--- src/rtl/branch_pkg.sv ---
// rtl/branch_pkg.sv - funct3 codes, FSM state type and branch decision helper
//
// Purpose: types and helpers shared by branch_comp_seq and its bench.
// Contents:
//   F3_*            RV32 branch funct3 encodings
//   state_e         compare FSM states IDLE / CMP / DONE
//   branch_taken()  branch decision from funct3 and the eq/lt result
//   funct3_illegal() funct3 values that are not branch encodings (010, 011)
package branch_pkg;

    localparam logic [2:0] F3_BEQ  = 3'b000;
    localparam logic [2:0] F3_BNE  = 3'b001;
    localparam logic [2:0] F3_BLT  = 3'b100;
    localparam logic [2:0] F3_BGE  = 3'b101;
    localparam logic [2:0] F3_BLTU = 3'b110;
    localparam logic [2:0] F3_BGEU = 3'b111;

    typedef enum logic [1:0] {
        IDLE = 2'd0,
        CMP  = 2'd1,
        DONE = 2'd2
    } state_e;

    function automatic logic branch_taken(input logic [2:0] funct3,
                                          input logic       eq,
                                          input logic       lt);
        logic taken;
        case (funct3)
            F3_BEQ:           taken = eq;
            F3_BNE:           taken = ~eq;
            F3_BLT, F3_BLTU:  taken = lt;
            F3_BGE, F3_BGEU:  taken = ~lt;
            default:          taken = 1'b0;
        endcase
        return taken;
    endfunction

    function automatic logic funct3_illegal(input logic [2:0] funct3);
        return (funct3[2:1] == 2'b01);
    endfunction

endpackage

--- src/rtl/chunk_cmp.sv ---
// rtl/chunk_cmp.sv - combinational unsigned compare of one CHUNK-bit slice
//
// Purpose: per-cycle slice comparator used by branch_comp_seq.
// Ports:
//   a_i, b_i  CHUNK-bit unsigned slices
//   ne_o      slices differ
//   lt_o      a_i < b_i (unsigned)
module chunk_cmp #(
    parameter int CHUNK = 8
) (
    input  logic [CHUNK-1:0] a_i,
    input  logic [CHUNK-1:0] b_i,
    output logic             ne_o,
    output logic             lt_o
);

    assign ne_o = (a_i != b_i);
    assign lt_o = (a_i <  b_i);

endmodule

--- src/rtl/branch_comp_seq.sv ---
// rtl/branch_comp_seq.sv - multi-cycle MSB-first chunked branch comparator
//
// Purpose: compares two WIDTH-bit operands CHUNK bits per cycle, most
// significant chunk first, stopping at the first differing chunk, and
// resolves eq/lt plus the RV32 branch decision from funct3.
// Ports:
//   clk, rst            clock, asynchronous active-high reset
//   flush_i             synchronous abort, highest priority
//   req_valid_i/req_ready_o, a_i, b_i, funct3_i   request channel
//   resp_valid_o/resp_ready_i, eq_o, lt_o, taken_o, illegal_o  response channel
module branch_comp_seq
    import branch_pkg::*;
#(
    parameter int WIDTH = 32,
    parameter int CHUNK = 8
) (
    input  logic             clk,
    input  logic             rst,
    input  logic             flush_i,
    input  logic             req_valid_i,
    output logic             req_ready_o,
    input  logic [WIDTH-1:0] a_i,
    input  logic [WIDTH-1:0] b_i,
    input  logic [2:0]       funct3_i,
    output logic             resp_valid_o,
    input  logic             resp_ready_i,
    output logic             eq_o,
    output logic             lt_o,
    output logic             taken_o,
    output logic             illegal_o
);

    localparam int NCHUNK = WIDTH / CHUNK;
    localparam int KW     = (NCHUNK > 1) ? $clog2(NCHUNK) : 1;

    if (WIDTH % CHUNK != 0) begin : g_bad_chunk
        $error("branch_comp_seq: WIDTH must be a multiple of CHUNK");
    end

    state_e           state_q, state_d;
    logic [KW-1:0]    k_q, k_d;
    logic [WIDTH-1:0] a_q, a_d;
    logic [WIDTH-1:0] b_q, b_d;
    logic [2:0]       f3_q, f3_d;
    logic             eq_q, eq_d;
    logic             lt_q, lt_d;
    logic             taken_q, taken_d;
    logic             illegal_q, illegal_d;

    // Flipping the MSB of both operands maps signed order onto unsigned
    // order, so the chunk comparator only ever needs unsigned compares.
    logic [WIDTH-1:0] sign_bias;
    assign sign_bias = {~funct3_i[1], {(WIDTH-1){1'b0}}};

    // Chunk 0 is the most significant slice.
    logic [CHUNK-1:0] a_chunk [NCHUNK];
    logic [CHUNK-1:0] b_chunk [NCHUNK];
    for (genvar i = 0; i < NCHUNK; i++) begin : g_chunks
        assign a_chunk[i] = a_q[WIDTH-1-i*CHUNK -: CHUNK];
        assign b_chunk[i] = b_q[WIDTH-1-i*CHUNK -: CHUNK];
    end

    logic [CHUNK-1:0] a_sel, b_sel;
    logic             chunk_ne, chunk_lt, last_chunk;
    assign a_sel      = a_chunk[k_q];
    assign b_sel      = b_chunk[k_q];
    assign last_chunk = (k_q == KW'(NCHUNK - 1));

    chunk_cmp #(.CHUNK(CHUNK)) u_chunk_cmp (
        .a_i  (a_sel),
        .b_i  (b_sel),
        .ne_o (chunk_ne),
        .lt_o (chunk_lt)
    );

    assign req_ready_o  = (state_q == IDLE) & ~flush_i;
    assign resp_valid_o = (state_q == DONE);
    assign eq_o         = eq_q;
    assign lt_o         = lt_q;
    assign taken_o      = taken_q;
    assign illegal_o    = illegal_q;

    always_comb begin
        state_d   = state_q;
        k_d       = k_q;
        a_d       = a_q;
        b_d       = b_q;
        f3_d      = f3_q;
        eq_d      = eq_q;
        lt_d      = lt_q;
        taken_d   = taken_q;
        illegal_d = illegal_q;

        if (flush_i) begin
            state_d = IDLE;
            k_d     = '0;
        end else begin
            case (state_q)
                IDLE: begin
                    if (req_valid_i) begin
                        state_d = CMP;
                        k_d     = '0;
                        a_d     = a_i ^ sign_bias;
                        b_d     = b_i ^ sign_bias;
                        f3_d    = funct3_i;
                    end
                end
                CMP: begin
                    if (chunk_ne || last_chunk) begin
                        // Result registers only move here, so they stay put
                        // through DONE and beyond until the next result.
                        state_d   = DONE;
                        k_d       = '0;
                        eq_d      = ~chunk_ne;
                        lt_d      = chunk_ne & chunk_lt;
                        taken_d   = branch_taken(f3_q, ~chunk_ne, chunk_ne & chunk_lt);
                        illegal_d = funct3_illegal(f3_q);
                    end else begin
                        k_d = k_q + KW'(1);
                    end
                end
                DONE: begin
                    if (resp_ready_i) begin
                        state_d = IDLE;
                    end
                end
                default: begin
                    state_d = IDLE;
                end
            endcase
        end
    end

    always_ff @(posedge clk or posedge rst) begin
        if (rst) begin
            state_q   <= IDLE;
            k_q       <= '0;
            a_q       <= '0;
            b_q       <= '0;
            f3_q      <= '0;
            eq_q      <= 1'b0;
            lt_q      <= 1'b0;
            taken_q   <= 1'b0;
            illegal_q <= 1'b0;
        end else begin
            state_q   <= state_d;
            k_q       <= k_d;
            a_q       <= a_d;
            b_q       <= b_d;
            f3_q      <= f3_d;
            eq_q      <= eq_d;
            lt_q      <= lt_d;
            taken_q   <= taken_d;
            illegal_q <= illegal_d;
        end
    end

endmodule

--- config.mk ---
export PLATFORM = sky130hd
export DESIGN_NAME = branch_comp_seq
export DESIGN_NICKNAME = d
export VERILOG_FILES = /design/src/rtl/branch_pkg.sv /design/src/rtl/chunk_cmp.sv /design/src/rtl/branch_comp_seq.sv
export SDC_FILE = /design/constraint.sdc
export NUM_CORES = 1
export LEC_CHECK = 0
export CAP_MARGIN = 20
export CORE_MARGIN = 10
export CORE_UTILIZATION = 56
export CTS_BUF_LIST = sky130_fd_sc_hd__clkbuf_8
export CTS_CLUSTER_DIAMETER = 50
export DETAILED_ROUTE_END_ITERATION = 16
export PLACE_DENSITY = 0.9
export SYNTH_ARGS = -nofsm -noshare
export SYNTH_HDL_FRONTEND = slang
export SYNTH_SLANG_ARGS = --single-unit
--- constraint.sdc ---
create_clock -name clk -period 4.6 [get_ports clk]
set_input_delay 0.92 -clock clk [delete_from_list [all_inputs] [get_ports clk]]
set_output_delay 0.92 -clock clk [all_outputs]
set_load 0.02 [all_outputs]
==> results.sh, run 1 <==
export IMPL_status="finished, final reports clean"
export IMPL_holdCritPathClass="register to register"
export IMPL_num_io_pins=78
export IMPL_antenna_found_initial=0
export IMPL_net_switching_power_mw=0.532
export IMPL_power_total_mw=1.77
export IMPL_syn_area_um2=3530
export IMPL_gp_congestion=0.793
export IMPL_grt_overflow_total=0
export IMPL_syn_nets=451
export IMPL_cp_max_fo=4
export IMPL_drc_errors=0
export IMPL_cts_max_path_buffers=2
export IMPL_pwr_share_clk_pct=26.7
export IMPL_clock_latency_ns=0.36
export IMPL_pre_cts_slack_ns=1.33
export IMPL_start_kind="input pin"
export IMPL_drt_iter0_markers=220
export IMPL_cts_root_buf="clkbuf_8"
export IMPL_die_height_um=99.4
export IMPL_num_rows=28
export IMPL_hpwl_um=6140
export IMPL_report_final_hold_viol_count=0
export IMPL_io_buffers=77
export IMPL_sw_frac_of_total_pct=30.1
export IMPL_synthCells=370
export IMPL_fin_util_pct=75.7
export IMPL_wl_per_cell_um=17.4
export IMPL_worstSetupPathType="input pin to primary output"
export IMPL_cellLeakagePower_nw=2.24
export IMPL_htreeDepth=3
export IMPL_cts_resized=0
export IMPL_post_route_period_util_pct=71.2
export IMPL_maxSlewHeadroom_pct=44.5
export IMPL_cts_buffers=9
export IMPL_yosys_warnings=0
export IMPL_rsz0062_at_grt="no"
export IMPL_seqPwrFrac_pct=48.7
export IMPL_pwr_density_cell_nw_per_um2=388
export IMPL_skew_ns=0.00433
export IMPL_yosysUniqueCellTypes=26
export IMPL_vias=2770
export IMPL_firstDrtPassIters=4
export IMPL_syn_area_per_cell_um2=9.55
export IMPL_synth_seq_area_share_pct=53.1
export IMPL_die_area_um2=9890
export IMPL_cp_end_kind="primary output"
export IMPL_finalSetupTns_ns=0
export IMPL_setup_violations=0
export IMPL_final_nets=526
export IMPL_place_area_um2=4340
export IMPL_p_comb_share_pct=24.6
export IMPL_slew_violations=0
export IMPL_rr_worst_depth=7
export IMPL_vdd_drop_max_uv=275
export IMPL_whs_ns=0.473
export IMPL_area_delta_synth_final_pct=29.0
export IMPL_grt_pass1_wl_um=14200
export IMPL_cts_setup_buffers=0
export IMPL_routed_via_density=5.29
export IMPL_initial_core_util_pct=58.7
export IMPL_coreArea_um2=6030
export IMPL_clock_sinks=75
export IMPL_fmax_mhz=305
export IMPL_cts_tree="done"
export IMPL_ys_ff_latch=75
export IMPL_r2r_setup_slack_ns=1.82
export IMPL_drive_above_1_share_pct=10.2
export IMPL_design_area_um2=4560
export IMPL_fillers=409
export IMPL_p_int_mw=1.24
export IMPL_route_antenna_remaining_nets=0
export IMPL_n_antenna_cell=0
export IMPL_fin_cells=524
export IMPL_dieWidth_um=99.4
export IMPL_grt_pass1_vias=2970
export IMPL_maxCapViolCount=0
export IMPL_hold_buffers=0
export IMPL_arrival_ns=2.36
export IMPL_totalWireLength_um=9090
export IMPL_finalCriticalPeriod_ns=3.28
export IMPL_worst_pin_slew_ns=0.833
export IMPL_fin_ws_ns=1.32
export IMPL_rr_startpoint="k_q[1]$_DFFE_PP0P_"
export IMPL_dp_cells=507
export IMPL_r2r_end="taken_o$_DFFE_PP0P_"
export IMPL_grtUsageTotal_pct=18.0
export IMPL_clk_pin_slew_worst_paths_ns=0.07
export IMPL_grt_max_degree=67
export IMPL_startpoint="flush_i"
export IMPL_cp_endpoint="req_ready_o"
export IMPL_crit_required_ns=3.68
==> cell usage in the layout, fill, tap and decap left out, types with 2 or more instances in the layout <==
cell type        instances
clkdlybuf4s50_1         77
o21ai_0                  7
buf_4                    2
buf_12                   3
nor2_1                   5
inv_1                   13
nand2_1                203
clkinv_2                 2
o41ai_2                  2
dfrtp_1                 75
mux4_2                  16
ha_1                     9
a21oi_1                  4
xor2_1                   3
nor3_2                   2
clkbuf_8                12
==> cells in the mapped netlist <==
cell / number / share of area [%]
a21oi_1: 4 / 0.57
a221oi_2: 1 / 0.42
a22o_1: 1 / 0.25
a32o_1: 1 / 0.28
and2_1: 1 / 0.18
buf_2: 6 / 0.85
buf_4: 6 / 1.3
clkbuf_1: 6 / 0.64
dfrtp_1: 75 / 53
ha_1: 9 / 3.2
inv_1: 13 / 1.4
mux4_2: 16 / 10
nand2_1: 204 / 22
nand4_1: 1 / 0.18
nand4_2: 1 / 0.35
nor2_1: 5 / 0.53
nor3_2: 2 / 0.57
nor3b_4: 1 / 0.53
o21ai_0: 7 / 0.99
o21ai_1: 1 / 0.14
o21ai_4: 1 / 0.46
o41ai_1: 1 / 0.25
o41ai_2: 2 / 0.92
or2_1: 1 / 0.18
or3_1: 1 / 0.18
xor2_1: 3 / 0.74
==> layout make-up <==
cell class | count | area, µm² | area share (%)
multi-input combinational | 264 | 1520 | 33.2
clock inverter | 3 | 13.8 | 0.302
clock buffer | 12 | 165 | 3.62
tap | 75 | 93.8 | 2.06
timing repair buffer | 82 | 846 | 18.6
sequential | 75 | 1880 | 41.2
inverter | 13 | 48.8 | 1.07
==> critical path: stages <==
cell and delay (ns):
clkdlybuf4s50_1 0.52, nor3_2 0.26, clkdlybuf4s50_1 0.66
==> power groups by stage <==
stage / Combinational [mW] / Clock (mW) / Sequential (mW)
6_report: 0.435 / 0.472 / 0.861
5_1_grt: 0.484 / 0.499 / 0.876
4_1_cts: 0.431 / 0.472 / 0.859
3_5_place_dp: 0.424 / 0 / 0.869
3_3_place_gp: 0.398 / 0 / 0.858
2_1_floorplan: 0.259 / 0 / 0.861
==> sequential cells by signal, indices dropped and copies added, names as in the netlist <==
name	flops
k_q	2
f3_q	3
lt_o	1
state_q	2
illegal_o	1
eq_o	1
taken_o	1
a_chunk	32
b_chunk	32
==> cells by family (layout without fill, tap and decap cells) <==
group	after synthesis	after routing	share of synthesized area, %
AND/OR/NAND/NOR	217	217	24.4
multiplexers	16	16	10.2
adder cells (fa/ha/maj)	9	9	3.19
AO/OA/AOI/OAI	19	19	4.28
XOR/XNOR	3	3	0.743
flip-flops	75	75	53.1
buffers and inverters	31	110	4.14
==> routing by layer <==
| metal | GRT usage, % | wire, µm |
|---|---|---|
| met5 | 0 | 0 |
| met3 | 5.74 | 454 |
| met4 | 7.28 | 184 |
| met1 | 18.8 | 3330 |
| met2 | 32.7 | 5130 |
==> worst min-delay path by stage <==
stage / slack [ns] / to / startpoint / depth (start not counted)
3_3_place_gp: 0.45 / b_chunk[14]$_DFFE_PP0P_ / b_chunk[14]$_DFFE_PP0P_ / 2
5_1_grt: 0.50 / a_chunk[14]$_DFFE_PP0P_ / a_chunk[14]$_DFFE_PP0P_ / 2
3_5_place_dp: 0.46 / a_chunk[10]$_DFFE_PP0P_ / a_chunk[10]$_DFFE_PP0P_ / 2
2_1_floorplan: 0.44 / a_chunk[10]$_DFFE_PP0P_ / a_chunk[10]$_DFFE_PP0P_ / 2
4_1_cts: 0.48 / a_chunk[13]$_DFFE_PP0P_ / a_chunk[13]$_DFFE_PP0P_ / 2
6_report: 0.47 / a_chunk[17]$_DFFE_PP0P_ / a_chunk[17]$_DFFE_PP0P_ / 2
Note: power is estimated with default switching activity, not from simulation.
==> inputs of run 2 (changes only) <==
--- a/config.mk
+++ b/config.mk
@@ -7,11 +7,11 @@
 export LEC_CHECK = 0
 export CAP_MARGIN = 20
 export CORE_MARGIN = 10
-export CORE_UTILIZATION = 56
+export CORE_UTILIZATION = 47
 export CTS_BUF_LIST = sky130_fd_sc_hd__clkbuf_8
 export CTS_CLUSTER_DIAMETER = 50
 export DETAILED_ROUTE_END_ITERATION = 16
-export PLACE_DENSITY = 0.9
+export PLACE_DENSITY = 0.81
 export SYNTH_ARGS = -nofsm -noshare
 export SYNTH_HDL_FRONTEND = slang
 export SYNTH_SLANG_ARGS = --single-unit
==> constraint.sdc (replaced) <==
create_clock -name clk -period 3 [get_ports clk]
set_input_delay 0.6 -clock clk [delete_from_list [all_inputs] [get_ports clk]]
set_output_delay 0.6 -clock clk [all_outputs]
set_load 0.02 [all_outputs]
==> results.sh, run 2 (same netlist as run 1, synthesis figures left out) <==
export IMPL_status="finished, final reports clean"
export IMPL_cts_buffers=9
export IMPL_firstDrtPassIters=4
export IMPL_antenna_found_initial=0
export IMPL_area_delta_synth_final_pct=29.9
export IMPL_grt_max_degree=49
export IMPL_num_io_pins=78
export IMPL_r2r_end="taken_o$_DFFE_PP0P_"
export IMPL_dieWidth_um=107
export IMPL_drt_iter0_markers=98
export IMPL_seqCellArea_um2=1880
export IMPL_final_common_cell="nand2_1"
export IMPL_gp_congestion=0.824
export IMPL_cellLeakagePower_nw=2.25
export IMPL_vdd_drop_max_uv=305
export IMPL_post_route_period_util_pct=87.6
export IMPL_maxSlewHeadroom_pct=52.0
export IMPL_cts_max_path_buffers=2
export IMPL_cts_setup_buffers=0
export IMPL_maxCapViolCount=0
export IMPL_rsz0062_at_grt="no"
export IMPL_fin_cells=550
export IMPL_final_nets=527
export IMPL_holdCritPathClass="register to register"
export IMPL_slew_violations=0
export IMPL_report_final_hold_viol_count=0
export IMPL_io_buffers=77
export IMPL_setup_violations=0
export IMPL_cp_endpoint="taken_o$_DFFE_PP0P_"
export IMPL_coreArea_um2=7290
export IMPL_clock_latency_ns=0.35
export IMPL_n_antenna_cell=0
export IMPL_route_antenna_remaining_nets=0
export IMPL_routed_via_density=4.95
export IMPL_multi_input_area_um2=1520
export IMPL_finalSetupTns_ns=0
export IMPL_drive_above_1_share_pct=9.98
export IMPL_fmax_mhz=381
export IMPL_cts_root_buf="clkbuf_8"
export IMPL_cts_resized=0
export IMPL_rr_startpoint="k_q[1]$_DFFE_PP0P_"
export IMPL_initial_core_util_pct=48.5
export IMPL_htreeDepth=3
export IMPL_cp_max_fo=18
export IMPL_num_rows=31
export IMPL_skew_ns=0.00717
export IMPL_wl_per_cell_um=14.6
export IMPL_drc_errors=0
export IMPL_totalWireLength_um=8060
export IMPL_start_kind="register"
export IMPL_grt_overflow_total=0
export IMPL_pwr_density_cell_nw_per_um2=587
export IMPL_vias=2723
export IMPL_worst_pin_slew_ns=0.720
export IMPL_finalCriticalPeriod_ns=2.63
export IMPL_dp_cells=534
export IMPL_die_height_um=107
export IMPL_crit_required_ns=3.24
export IMPL_grt_pass1_wl_um=13700
export IMPL_grtUsageTotal_pct=15.0
export IMPL_clock_sinks=75
export IMPL_arrival_ns=2.87
export IMPL_startpoint="k_q[1]$_DFFE_PP0P_"
export IMPL_hpwl_um=6130
export IMPL_layout_common_cells="203 x nand2_1, 77 x clkdlybuf4s50_1, 75 x dfrtp_1, 16 x inv_1, 16 x mux4_2"
export IMPL_rr_worst_depth=7
export IMPL_cts_tree="done"
export IMPL_cp_end_kind="register"
export IMPL_clk_pin_slew_worst_paths_ns=0.07
export IMPL_die_area_um2=11400
export IMPL_fillers=601
export IMPL_worstSetupPathType="register to register"
export IMPL_r2r_setup_slack_ns=0.37
export IMPL_grt_pass1_vias=2926
export IMPL_hold_buffers=0
export IMPL_power_total_mw=2.70
==> run 2: cell count changes in the layout (fill, tap and decap cells not counted) <==
| cell | delta |
|---|---|
| clkinv_2 | -1 |
| inv_1 | +3 |
| bufinv_16 | +1 |
| clkbuf_8 | -2 |
| buf_4 | +2 |
| buf_12 | -1 |
==> run 2: routing by layer <==
| metal | wire, µm | global-route usage [%] |
|---|---|---|
| met1 | 3340 | 16.9 |
| met2 | 4110 | 25.2 |
| met3 | 404 | 4.73 |
| met4 | 210 | 7.35 |
| met5 | 0 | 0 |
==> run 2: final cells by class <==
| class | instances | share of cell area (%) |
|---|---|---|
| flip-flops and latches | 75 | 40.9 |
| multi-input cells | 264 | 33.0 |
| repair buffers | 83 | 18.3 |
| clock buffers | 10 | 3.00 |
| well taps | 99 | 2.70 |
| clock inverters | 6 | 1.09 |
| inverters | 13 | 1.06 |
==> run 2: through the flow <==
step	hold WS (ns)	setup WS (ns)	area [µm²]	util [%]
2_1_floorplan	0.440	0.390	3530	-
3_3_place_gp	0.453	0.451	4410	60.4
3_5_place_dp	0.459	0.390	4410	60.4
4_1_cts	0.475	0.388	4590	63.0
5_1_grt	0.500	0.210	4590	63.0
6_report	0.474	0.373	4590	63.0
==> run 2: how the worst min path moves through the flow <==
stage	cells past startpoint	slack [ns]	endpoint	startpoint
after floorplan	2	0.44	a_chunk[10]$_DFFE_PP0P_	a_chunk[10]$_DFFE_PP0P_
after global placement	2	0.45	b_chunk[18]$_DFFE_PP0P_	b_chunk[18]$_DFFE_PP0P_
after detailed placement	2	0.46	b_chunk[14]$_DFFE_PP0P_	b_chunk[14]$_DFFE_PP0P_
after CTS	2	0.48	b_chunk[14]$_DFFE_PP0P_	b_chunk[14]$_DFFE_PP0P_
after global routing	2	0.50	b_chunk[21]$_DFFE_PP0P_	b_chunk[21]$_DFFE_PP0P_
final	2	0.47	a_chunk[16]$_DFFE_PP0P_	a_chunk[16]$_DFFE_PP0P_
==> run 2: worst max-delay path, cell delays in order (launching register included) <==
cell,delay (ns)
dfrtp_1,0.81
mux4_2,0.41
ha_1,0.31
o21ai_0,0.23
a221oi_2,0.12
o41ai_2,0.32
xor2_1,0.11
a22o_1,0.20
==> run 2: where the power goes <==
group | internal [mW] | switching, mW
sequential | 1.21 | 0.116
combinational | 0.325 | 0.311
clock | 0.394 | 0.341
